### config.mk
export PLATFORM = sky130hd
export DESIGN_NAME = axi_read_error_responder_flat
export DESIGN_NICKNAME = d
export VERILOG_FILES = /design/src/rtl/axi_read_error_responder_if.sv /design/src/rtl/axi_read_error_responder.sv /design/src/flat_wrapper.sv
export SDC_FILE = /design/constraint.sdc
export NUM_CORES = 1
export LEC_CHECK = 0
export BUFFER_PORTS_ARGS = -buffer_cell sky130_fd_sc_hd__buf_2
export CAP_MARGIN = 30
export CORE_AREA = 2 2 74 76
export CTS_CLUSTER_DIAMETER = 40
export DETAILED_ROUTE_END_ITERATION = 16
export DIE_AREA = 0 0 76 78
export PLACE_DENSITY = 0.79
export SYNTH_ARGS = -nofsm -noshare
export SYNTH_HDL_FRONTEND = slang
export SYNTH_SLANG_ARGS = --single-unit
### constraint.sdc
create_clock -name clk -period 2.1 [get_ports clk]
set_input_delay 0.42 -clock clk [delete_from_list [all_inputs] [get_ports clk]]
set_output_delay 0.42 -clock clk [all_outputs]
set_load 0.03 [all_outputs]
### src/rtl/axi_read_error_responder_if.sv
// Decode-error read responder bundle: AR capture side from the address
// decoder plus the R channel returned toward the requesting master.
//
// R handshake: a beat transfers on a rising clk edge where rvalid_o and
// rready_i are both high. Once rvalid_o rises it stays high, and rid_o,
// rdata_o, rresp_o, rlast_o and ruser_o hold their values, until that
// transfer occurs. rready_i may change freely.
interface axi_read_error_responder_if #(
    parameter int ID_WIDTH   = 6,
    parameter int DATA_WIDTH = 64,
    parameter int USER_WIDTH = 6
);
    logic                  sample_ardata_info_i;
    logic [ID_WIDTH-1:0]   arid_i;
    logic [7:0]            arlen_i;
    logic [USER_WIDTH-1:0] aruser_i;
    logic                  outstanding_trans_i;
    logic                  error_gnt_o;
    logic                  rvalid_o;
    logic                  rready_i;
    logic [ID_WIDTH-1:0]   rid_o;
    logic [DATA_WIDTH-1:0] rdata_o;
    logic [1:0]            rresp_o;
    logic                  rlast_o;
    logic [USER_WIDTH-1:0] ruser_o;
    logic                  busy_o;
    // Debug visibility: FSM state, beat counter, ignored-sample pulse.
    logic [1:0]            state_dbg;
    logic [7:0]            beat_cnt_dbg;
    logic                  resample_err;

    modport slave (
        input  sample_ardata_info_i, arid_i, arlen_i, aruser_i,
        input  outstanding_trans_i, rready_i,
        output error_gnt_o, rvalid_o, rid_o, rdata_o, rresp_o, rlast_o,
        output ruser_o, busy_o, state_dbg, beat_cnt_dbg, resample_err
    );

    modport master (
        output sample_ardata_info_i, arid_i, arlen_i, aruser_i,
        output outstanding_trans_i, rready_i,
        input  error_gnt_o, rvalid_o, rid_o, rdata_o, rresp_o, rlast_o,
        input  ruser_o, busy_o, state_dbg, beat_cnt_dbg, resample_err
    );
endinterface

### src/rtl/axi_read_error_responder.sv
// Returns ARLEN+1 DECERR beats for a read the decoder could not route,
// after earlier legitimate reads have drained, then grants the decoder
// back out of its ERROR state.
module axi_read_error_responder #(
    parameter int ID_WIDTH   = 6,
    parameter int DATA_WIDTH = 64,
    parameter int USER_WIDTH = 6,
    parameter logic [DATA_WIDTH-1:0] ERR_DATA = {DATA_WIDTH/32{32'hBADCAB1E}}
) (
    input logic clk,
    input logic rst_n,
    axi_read_error_responder_if.slave bus
);

    typedef enum logic [1:0] {
        IDLE  = 2'd0,
        DRAIN = 2'd1,
        SEND  = 2'd2,
        DONE  = 2'd3
    } state_t;

    state_t                state;
    logic [ID_WIDTH-1:0]   id_q;
    logic [7:0]            len_q;
    logic [USER_WIDTH-1:0] user_q;
    logic [7:0]            beat_cnt;
    logic [DATA_WIDTH-1:0] rdata_q;
    logic                  rvalid_q;
    logic                  rlast_q;
    logic                  gnt_q;
    logic                  resample_q;

    // Capture, drain wait, beat generation and grant, all registered.
    always_ff @(posedge clk or negedge rst_n) begin
        if (!rst_n) begin
            state      <= IDLE;
            id_q       <= '0;
            len_q      <= '0;
            user_q     <= '0;
            beat_cnt   <= '0;
            rdata_q    <= '0;
            rvalid_q   <= 1'b0;
            rlast_q    <= 1'b0;
            gnt_q      <= 1'b0;
            resample_q <= 1'b0;
        end else begin
            // A sample while busy means the decoder left ERROR early; it is
            // ignored here and only reported.
            resample_q <= bus.sample_ardata_info_i && (state != IDLE);
            case (state)
                IDLE: begin
                    if (bus.sample_ardata_info_i) begin
                        id_q     <= bus.arid_i;
                        len_q    <= bus.arlen_i;
                        user_q   <= bus.aruser_i;
                        beat_cnt <= 8'd0;
                        state    <= DRAIN;
                    end
                end
                DRAIN: begin
                    if (!bus.outstanding_trans_i) begin
                        state    <= SEND;
                        rvalid_q <= 1'b1;
                        rlast_q  <= (beat_cnt == len_q);
                        rdata_q  <= ERR_DATA;
                    end
                end
                SEND: begin
                    if (bus.rready_i) begin
                        if (rlast_q) begin
                            state    <= DONE;
                            rvalid_q <= 1'b0;
                            rlast_q  <= 1'b0;
                            gnt_q    <= 1'b1;
                        end else begin
                            // Never reached with beat_cnt at 255: that beat is always last.
                            beat_cnt <= beat_cnt + 8'd1;
                            rlast_q  <= ((beat_cnt + 8'd1) == len_q);
                        end
                    end
                end
                DONE: begin
                    gnt_q <= 1'b0;
                    state <= IDLE;
                end
                default: state <= IDLE;
            endcase
        end
    end

    assign bus.rvalid_o     = rvalid_q;
    assign bus.rlast_o      = rlast_q;
    assign bus.rid_o        = id_q;
    assign bus.ruser_o      = user_q;
    assign bus.rdata_o      = rdata_q;
    assign bus.rresp_o      = 2'b11;
    assign bus.error_gnt_o  = gnt_q;
    assign bus.busy_o       = (state != IDLE);
    assign bus.state_dbg    = state;
    assign bus.beat_cnt_dbg = beat_cnt;
    assign bus.resample_err = resample_q;

    resample_while_busy : assert property (
        @(posedge clk) disable iff (!rst_n)
        !(bus.sample_ardata_info_i && (state != IDLE))
    ) else $warning("sample_ardata_info_i asserted while responder busy; ignored");

endmodule
### src/flat_wrapper.sv
// flat-port wrapper written by rule: the top's interface ports become plain ports
module axi_read_error_responder_flat 
#(
    parameter int ID_WIDTH   = 6,
    parameter int DATA_WIDTH = 64,
    parameter int USER_WIDTH = 6,
    parameter logic [DATA_WIDTH-1:0] ERR_DATA = {DATA_WIDTH/32{32'hBADCAB1E}}
)
  (clk, rst_n, bus_sample_ardata_info_i, bus_arid_i, bus_arlen_i, bus_aruser_i, bus_outstanding_trans_i, bus_rready_i, bus_error_gnt_o, bus_rvalid_o, bus_rid_o, bus_rdata_o, bus_rresp_o, bus_rlast_o, bus_ruser_o, bus_busy_o, bus_state_dbg, bus_beat_cnt_dbg, bus_resample_err);
  axi_read_error_responder_if #(.ID_WIDTH(ID_WIDTH), .DATA_WIDTH(DATA_WIDTH), .USER_WIDTH(USER_WIDTH)) bus_i ();
  input logic clk;
  input logic rst_n;
  input wire logic [$bits(bus_i.sample_ardata_info_i)-1:0] bus_sample_ardata_info_i;
  input wire logic [$bits(bus_i.arid_i)-1:0] bus_arid_i;
  input wire logic [$bits(bus_i.arlen_i)-1:0] bus_arlen_i;
  input wire logic [$bits(bus_i.aruser_i)-1:0] bus_aruser_i;
  input wire logic [$bits(bus_i.outstanding_trans_i)-1:0] bus_outstanding_trans_i;
  input wire logic [$bits(bus_i.rready_i)-1:0] bus_rready_i;
  output wire logic [$bits(bus_i.error_gnt_o)-1:0] bus_error_gnt_o;
  output wire logic [$bits(bus_i.rvalid_o)-1:0] bus_rvalid_o;
  output wire logic [$bits(bus_i.rid_o)-1:0] bus_rid_o;
  output wire logic [$bits(bus_i.rdata_o)-1:0] bus_rdata_o;
  output wire logic [$bits(bus_i.rresp_o)-1:0] bus_rresp_o;
  output wire logic [$bits(bus_i.rlast_o)-1:0] bus_rlast_o;
  output wire logic [$bits(bus_i.ruser_o)-1:0] bus_ruser_o;
  output wire logic [$bits(bus_i.busy_o)-1:0] bus_busy_o;
  output wire logic [$bits(bus_i.state_dbg)-1:0] bus_state_dbg;
  output wire logic [$bits(bus_i.beat_cnt_dbg)-1:0] bus_beat_cnt_dbg;
  output wire logic [$bits(bus_i.resample_err)-1:0] bus_resample_err;
  assign bus_i.sample_ardata_info_i = bus_sample_ardata_info_i;
  assign bus_i.arid_i = bus_arid_i;
  assign bus_i.arlen_i = bus_arlen_i;
  assign bus_i.aruser_i = bus_aruser_i;
  assign bus_i.outstanding_trans_i = bus_outstanding_trans_i;
  assign bus_i.rready_i = bus_rready_i;
  assign bus_error_gnt_o = bus_i.error_gnt_o;
  assign bus_rvalid_o = bus_i.rvalid_o;
  assign bus_rid_o = bus_i.rid_o;
  assign bus_rdata_o = bus_i.rdata_o;
  assign bus_rresp_o = bus_i.rresp_o;
  assign bus_rlast_o = bus_i.rlast_o;
  assign bus_ruser_o = bus_i.ruser_o;
  assign bus_busy_o = bus_i.busy_o;
  assign bus_state_dbg = bus_i.state_dbg;
  assign bus_beat_cnt_dbg = bus_i.beat_cnt_dbg;
  assign bus_resample_err = bus_i.resample_err;
  axi_read_error_responder #(.ID_WIDTH(ID_WIDTH), .DATA_WIDTH(DATA_WIDTH), .USER_WIDTH(USER_WIDTH), .ERR_DATA(ERR_DATA)) u_core (.clk(clk), .rst_n(rst_n), .bus(bus_i));
endmodule
[After elaboration in Yosys (flattened, before gate mapping)]
Index checks and enable logic that the tools add are counted.
Storage, ports and cells
  output and inout bits: 93
  logic and storage cells: 55
  register bits: 35
Operators by class
  $add $sub $neg: 1
  mux-type cells: 20
  reductions and logical operators: 13
  equal/unequal tests: 10
  bitwise operators: 1
Operator list (count)
  2-to-1 mux 8 bit: 3
  == test 8 bit: 2
  one-hot mux 8 bit (2 select lines): 1
  AND reduction 4 bit: 3
  adder 8 x 1 -> 8 bit (second input constant): 1
  2-to-1 mux 1 bit: 8
  2-to-1 mux 2 bit: 4
  != test 2 bit (second input constant): 4
  one-hot mux 2 bit (4 select lines): 1
  nonzero test 2 bit: 4
  one-hot mux 1 bit (2 select lines): 3
  AND reduction 3 bit: 2
  == test 2 bit (second input constant): 2
  AND reduction 2 bit: 2
  == test 2 x 1 -> 1 bit (second input constant): 1
  zero test 2 bit: 1
  != test 2 x 1 -> 1 bit (second input constant): 1
  logical AND 1 bit: 1
  NOT 1 bit: 1

[Depth between registers and ports, before layout]
Gate-level depths: netlist of the first run.
  depth in word-level cells: 5
  mapped depth: 9
  mapped depth without buffers: 7

[Worst setup path after synthesis of the first run]
OpenSTA, ideal clock, no wires.
  kind: reg2reg
  start: register u_core.state[0] (netlist: u_core.bus.state_dbg[0])
  end: register u_core.beat_cnt[7] (netlist: u_core.bus.beat_cnt_dbg[7])
  buffers on the path: 0
  data required time: 1979 ps
  stages on the path, launching flop included: 7
  period minus slack after synthesis: 1890 ps
  setup slack: 210 ps
  arrival time: 1769 ps
  library setup time: 121 ps
  path through: dfrtp_1 inv_1 ha_1 nor2b_1 a211o_1 o21bai_1 a22o_1
On the way
  cells in the longest elaborated chain, start to end: 3
  elaborated cells on any way between the ends: 8
  classes of those cells: 4 x eq/ne; 1 x mux; 3 x reduce/logical
Ends and longest elaborated chain
  start: declaration: RTL line axi_read_error_responder.sv:22  | state_t state;
  start signal: assignment: RTL line axi_read_error_responder.sv:36  | state <= IDLE;
  start signal: assignment: RTL line axi_read_error_responder.sv:57  | state <= DRAIN;
  start signal: assignment: RTL line axi_read_error_responder.sv:62  | state <= SEND;
  == test 2 bit / zero test 2 bit (equally long branches): RTL line axi_read_error_responder.sv:50  | case (state)
  != test 2 bit (no source line) / nonzero test 2 bit (equally long branches)
  AND reduction 4 bit (no source line)
  end signal: assignment: RTL line axi_read_error_responder.sv:77  | beat_cnt <= beat_cnt + 8'd1;
  end: declaration: RTL line axi_read_error_responder.sv:26  | logic [7:0] beat_cnt;
Several ways; a longest one is shown, not always the timed one.
A chain may end at the register's enable or synchronous reset.

[Final worst setup path of the first run]
  start: register u_core.state[0] (netlist: u_core.bus.state_dbg[0])
  end: register u_core.rlast_q (netlist: u_core.bus.rlast_o)
On the way
  cells in the longest elaborated chain, start to end: 3
  elaborated cells on any way between the ends: 7
  classes of those cells: 4 x eq/ne; 1 x mux; 2 x reduce/logical
Ends and longest elaborated chain
  == test 2 bit / == test 2 x 1 -> 1 bit (equally long branches): RTL line axi_read_error_responder.sv:50
  != test 2 bit (no source line) / nonzero test 2 bit (equally long branches)
  AND reduction 3 bit (no source line)
  end signal: assignment: RTL line axi_read_error_responder.sv:64  | rlast_q <= (beat_cnt == len_q);
  end signal: assignment: RTL line axi_read_error_responder.sv:78  | rlast_q <= ((beat_cnt + 8'd1) == len_q);
  end: declaration: RTL line axi_read_error_responder.sv:29  | logic rlast_q;
Several ways; a longest one is shown, not always the timed one.

==> metrics.csv, run 1 <==
stage,metric,value,unit
power,power_density,1343,nW/um^2
detailed_routing,firstDrtPassIters,4,
setup_path,cp_slowest_stage_delay,430,ps
worst_hold_path,hp-class,in2async,
setup_path,path_cells,inv_1 > ha_1 > mux2i_1 > a21oi_1 > nor4b_2 > nand4b_1 > o31ai_1,
floorplanning,rows,26,
clocking,postCtsHoldBufs,0,
floorplanning,die_area,5928,sq um
layout,nets,308,
floorplanning,start_util,45.33,%
global_routing,grt_overflow,0,
detailed_routing,drc,0,
layout,diodes,0,
setup_path,cp_max_fo,9,
detailed_routing,postRouteAntennaNets,0,
setup_path,cp_slowest_cell,dfrtp_1,
floorplanning,die_w,76,microns
power,ir_drop,0.8890,mV
sta,whs,197.6,ps
sta,setup_slack,213.3,ps
sta,tns,0,ps
floorplanning,io_pins,118,
detailed_routing,drt-initial-drc-count,33,
placement,pre_cts_ws,257.9,ps
global_routing,grt_usage,14.59,%
clocking,cts_made_buffers,5,
sta,post-route-period-util,89.84,%
logic_synthesis,netlist_instances,225,
status,status,completed,
clocking,cts_buffer_depth,2,
logic_synthesis,synth_most_common_cell,buf_4,
placement,routabilityCongestion,0.9068,
logic_synthesis,yosys_warnings,0,
clocking,path_clk_slew,70,ps
logic_synthesis,netlist_top_cells_count,"buf_4 (67), dfrtp_1 (35), mux2_2 (21), nand2_1 (11), o21ai_0 (11)",
detailed_routing,wl_per_cell,12.18,microns
setup_path,timing.rr.start,u_core.bus.state_dbg[0]$_DFFE_PN0P_,
clocking,cts_resized,0,
logic_synthesis,synth_edf_count,0,
logic_synthesis,synth-main-ff-cell,dfrtp_1,
setup_path,startpoint_type,register,
layout,design_area,2492,sq um
logic_synthesis,syn_avg_cell_area,10.16,sq um
clocking,cts_tree,done,
sta,rsz0062_at_grt,false,
detailed_routing,routed_via_density,4.661,
logic_synthesis,synth_top_area_share,38.31,%
global_routing,grt_pass1_vias,1486,
clocking,post_cts_buffers,0,
setup_path,path_class,reg2reg,
clocking,clock-sinks,35,
global_routing,grt_pass1_wl,6955,microns
floorplanning,die_y,78,microns
sta,slew_violations,0,
setup_path,worstPathArrival,2090,ps
setup_path,required,2300,ps
placement,place_area,2405,sq um
sta,finalHoldViolCount,0,
logic_synthesis,synth_seq_area_share,38.31,%
logic_synthesis,yosysTopAreaCell,dfrtp_1,
setup_path,setup.worst_path.end_class,register,
global_routing,grt_max_degree,40,
detailed_routing,drt_wl_total,4239,microns
sta,max-slew-margin-rel,49.50,%
clocking,cts_root_buf,clkbuf_8,
global_routing,antenna_found_initial,0,
logic_synthesis,async_flop_share,100.0,%
sta,skew,8.176,ps
setup_path,worstSetupStartpoint,u_core.bus.state_dbg[0]$_DFFE_PN0P_,
placement,portBuffers,89,
logic_synthesis,syn_area,2286,sq um
power,leakagePower,0.001208,uW
logic_synthesis,yosys_register_bits,35,
detailed_routing,vias,1622,
logic_synthesis,ys_types,38,
run,max-cap-violations,0,
sta,setup_viol,0,
placement,dpl.hpwl,3198,microns
sta,timing.final.crit_period,1887,ps
layout,syn2layout_area_growth,9.031,%
clocking,clk_latency,290,ps
sta,tightest_slew,757.4,ps
layout,drive_gt1_share,44.60,%
sta,fmax,0.5300,GHz
logic_synthesis,synthTopCellsByArea,"dfrtp_1 (38%), buf_4 (22%), mux2_2 (10%)",
clocking,cts-htree-levels,2,
floorplanning,core-area,5042,sq um
layout by cell type, fill, tap and decap left out, types with 2 or more instances in the layout:
cell type	instances
a21oi_1	5
buf_2	89
buf_4	2
clkbuf_8	6
conb_1	28
dfrtp_1	35
ha_1	5
inv_1	8
mux2_2	21
nand2_1	11
nand3_1	4
nand4_1	3
nor2_1	7
nor2b_1	4
nor3b_1	2
o21ai_0	11
o22ai_1	2
o31ai_1	3
o41ai_1	2
xnor2_1	10
xor2_1	3
layer usage:
| layer | wire (microns) | global-route usage (%) | vias to the layer above |
|---|---|---|---|
| met1 | 1676 | 16.96 | 734 |
| li1 | - | - | 765 |
| met3 | 536 | 5.349 | 8 |
| met4 | 76 | 6.364 | 0 |
| met5 | 0 | 0 | - |
| met2 | 1949 | 24.29 | 115 |
logic make-up (layout without fill, tap and decap cells):
logic type               after synthesis  in the layout  synth area share (%)
multiplexers                          22             22                 10.78
AO/OA/AOI/OAI                         29             29                 8.046
adder cells (fa/ha/maj)                5              5                 2.737
flip-flops                            35             35                 38.31
XOR/XNOR                              14             14                 5.693
AND/OR/NAND/NOR                       39             39                 9.743
buffers and inverters                 79            106                 24.36
other                                  2             28                0.3285
final cells by class:
type / count / area, sq um
fillers: 470 / 2550
multi-input cells: 137 / 950.9
flip-flops and latches: 35 / 875.8
repair buffers: 91 / 460.4
well taps: 70 / 87.58
clock buffers: 6 / 82.58
inverters: 8 / 30.03
clock inverters: 1 / 5.005
stage by stage:
stage	instances	power, uW	util [%]
CTS	348	3370	49.43
global placement	341	2826	47.69
detailed placement	341	2867	47.69
finish	348	3346	49.43
global route	348	3574	49.43
floorplan	251	2485	-
worst max-delay path: cells and delay by family (launching register included):
family / cells / cell delay (ps)
compound gates: 2 / 470
simple gates: 2 / 360
mux: 1 / 120
fa+ha+maj: 1 / 330
buf+inv: 1 / 100
flops: 1 / 430
sequential cells by signal, indices dropped and copies added (netlist names):
| signal | cells |
|---|---|
| u_core.bus.rdata_o | 1 |
| u_core.bus.error_gnt_o | 1 |
| u_core.bus.rid_o | 6 |
| u_core.bus.resample_err | 1 |
| u_core.bus.state_dbg | 2 |
| u_core.len_q | 8 |
| u_core.bus.rvalid_o | 1 |
| u_core.bus.beat_cnt_dbg | 8 |
| u_core.bus.ruser_o | 6 |
| u_core.bus.rlast_o | 1 |
path summary, 6_finish.rpt:
path / to / slack (ps) / cells past startpoint
min in group clk: u_core.bus.rid_o[3]$_DFFE_PN0P_ / 360 / 2
worst max register to register: u_core.bus.rlast_o$_DFFE_PN0P_ / 210 / 7
max in group asynchronous: u_core.bus.ruser_o[4]$_DFFE_PN0P_ / 1420 / 1
worst min register to register: u_core.bus.rid_o[3]$_DFFE_PN0P_ / 500 / 1
worst min-delay path: u_core.bus.beat_cnt_dbg[0]$_DFFE_PN0P_ / 200 / 1
worst max-delay path: u_core.bus.rlast_o$_DFFE_PN0P_ / 210 / 7
report_power, final:
group,total [uW],switching [uW],internal [uW]
logic,1720,1050,662
clock network,494,237,257
registers,1140,192,944
total,3350,1480,1860
No activity file was read; power rests on OpenSTA's default activity.
==> inputs of run 2 (changes only) <==
==> constraint.sdc (replaced) <==
create_clock -name clk -period 2.1 [get_ports clk]
set_input_delay 0.105 -clock clk [delete_from_list [all_inputs] [get_ports clk]]
set_output_delay 0.105 -clock clk [all_outputs]
set_load 0.03 [all_outputs]
==> metrics.csv, run 2 (same netlist as run 1, synthesis figures left out) <==
stage,metric,value,unit
placement,place_area,2405,sq um
placement,portBuffers,89,
setup_path,required,2300,ps
sta,rsz0062_at_grt,false,
setup_path,worstSetupStartpoint,u_core.bus.state_dbg[0]$_DFFE_PN0P_,
global_routing,use_met3,5.349,%
clocking,path_clk_slew,70,ps
layout,drive_gt1_share,44.44,%
clocking,cts_made_buffers,5,
sta,skew,8.218,ps
sta,finalHoldViolCount,0,
power,power_density,1338,nW/um^2
setup_path,r2r_slack,210,ps
setup_path,cp_slowest_stage_delay,430,ps
clocking,clk_latency,290,ps
worst_hold_path,min_from,bus_arid_i[3],
layout,n_fill_cell,469,
setup_path,timing.rr.start,u_core.bus.state_dbg[0]$_DFFE_PN0P_,
setup_path,cp_top_family,compound AO/OA/AOI/OAI gates,
global_routing,grt_pass1_wl,6996,microns
placement,routabilityCongestion,0.9068,
layout,design_area,2502,sq um
worst_hold_path,hp-class,in2reg,
clocking,cts-htree-levels,2,
setup_path,path_class,reg2reg,
clocking,cts_root_buf,clkbuf_8,
run,max-cap-violations,0,
setup_path,startpoint_type,register,
global_routing,grt_overflow,0,
floorplanning,die_y,78,microns
setup_path,cp_slowest_cell,dfrtp_1,
global_routing,met2_usage,24.64,%
sta,slew_violations,0,
layout,seq_area,875.8,sq um
clocking,cts_tree,done,
global_routing,grt_pass1_vias,1498,
floorplanning,start_util,45.33,%
detailed_routing,drt-initial-drc-count,32,
power,leakagePower,0.001212,uW
layout,syn2layout_area_growth,9.469,%
floorplanning,die_area,5928,sq um
detailed_routing,postRouteAntennaNets,0,
layout,diodes,0,
setup_path,path_cells,inv_1 > ha_1 > mux2i_1 > a21oi_1 > nor4b_2 > nand4b_1 > o31ai_1,
layout,multiInputGateArea,950.9,sq um
detailed_routing,wl_per_cell,12.23,microns
clocking,postCtsHoldBufs,1,
detailed_routing,firstDrtPassIters,4,
global_routing,grt_util_met1,16.96,%
detailed_routing,drc,0,
sta,post-route-period-util,89.84,%
global_routing,grt_most_used_layer,met2,
floorplanning,die_w,76,microns
floorplanning,rows,26,
detailed_routing,routed_via_density,4.676,
setup_path,crit_buf_inv,1,
floorplanning,core-area,5042,sq um
sta,setup_viol,0,
setup_path,setup.worst_path.end_class,register,
sta,tightest_slew,757.4,ps
setup_path,worstPathArrival,2090,ps
clocking,cts_buffer_depth,2,
floorplanning,io_pins,118,
global_routing,antenna_found_initial,0,
clocking,clock-sinks,35,
layout,nets,309,
setup_path,cp_max_fo,9,
sta,fmax,0.5300,GHz
sta,timing.final.crit_period,1887,ps
layout,layout_common_cells,"buf_2 (89), dfrtp_1 (35), conb_1 (28)",
status,status,completed,
clocking,post_cts_buffers,0,
sta,tns,0,ps
clocking,cts_resized,0,
global_routing,grt_max_degree,40,
layout,final_common_cell,buf_2,
detailed_routing,vias,1632,
sta,max-slew-margin-rel,49.50,%
placement,dpl.hpwl,3198,microns
power,ir_drop,0.8890,mV
global_routing,grt_usage,14.69,%
detailed_routing,drt_wl_total,4267,microns
-- run 2: cell types whose count changed in the layout (fill, tap and decap cells not counted), sizes merged --
cell | before | now
dlygate4sd3 | 0 | 1
-- run 2: worst paths after layout --
check / depth (start not counted) / to
min: 2 / u_core.bus.rid_o[3]$_DFFE_PN0P_
max: 7 / u_core.bus.rlast_o$_DFFE_PN0P_
max in group asynchronous: 2 / u_core.bus.ruser_o[4]$_DFFE_PN0P_
min in group asynchronous: 2 / u_core.bus.beat_cnt_dbg[0]$_DFFE_PN0P_
max reg2reg: 7 / u_core.bus.rlast_o$_DFFE_PN0P_
min reg2reg: 1 / u_core.bus.rid_o[3]$_DFFE_PN0P_
-- run 2: layout make-up --
type	instances	area share [%]
Sequential cell	35	35.00
Timing Repair Buffer	92	18.80
Tap cell	70	3.500
Inverter	8	1.200
Clock buffer	6	3.300
Clock inverter	1	0.2000
Multi-Input combinational cell	137	38.00
-- run 2: stage by stage --
step | utilization (%) | hold slack (ps) | total power (uW) | instances | setup WS (ps)
after floorplan | - | -190.6 | 2485 | 251 | 210.2
after global placement | 47.69 | 215.8 | 2826 | 341 | 331.9
after detailed placement | 47.69 | 223.4 | 2867 | 341 | 257.9
after CTS | 49.63 | 36.39 | 3371 | 349 | 236.7
after global routing | 49.63 | 36.92 | 3576 | 349 | 38.83
final | 49.63 | 46.33 | 3349 | 349 | 213.4
-- run 2: power breakdown --
part | internal (uW) | switching, uW
clock | 257 | 237
combinational | 663 | 1060
sequential | 944 | 192
-- run 2: layer usage --
layer  vias to the layer above  wire, microns
met5                         -              0
li1                        767              -
met1                       737           1678
met2                       120           1971
met3                         8            540
met4                         0             76
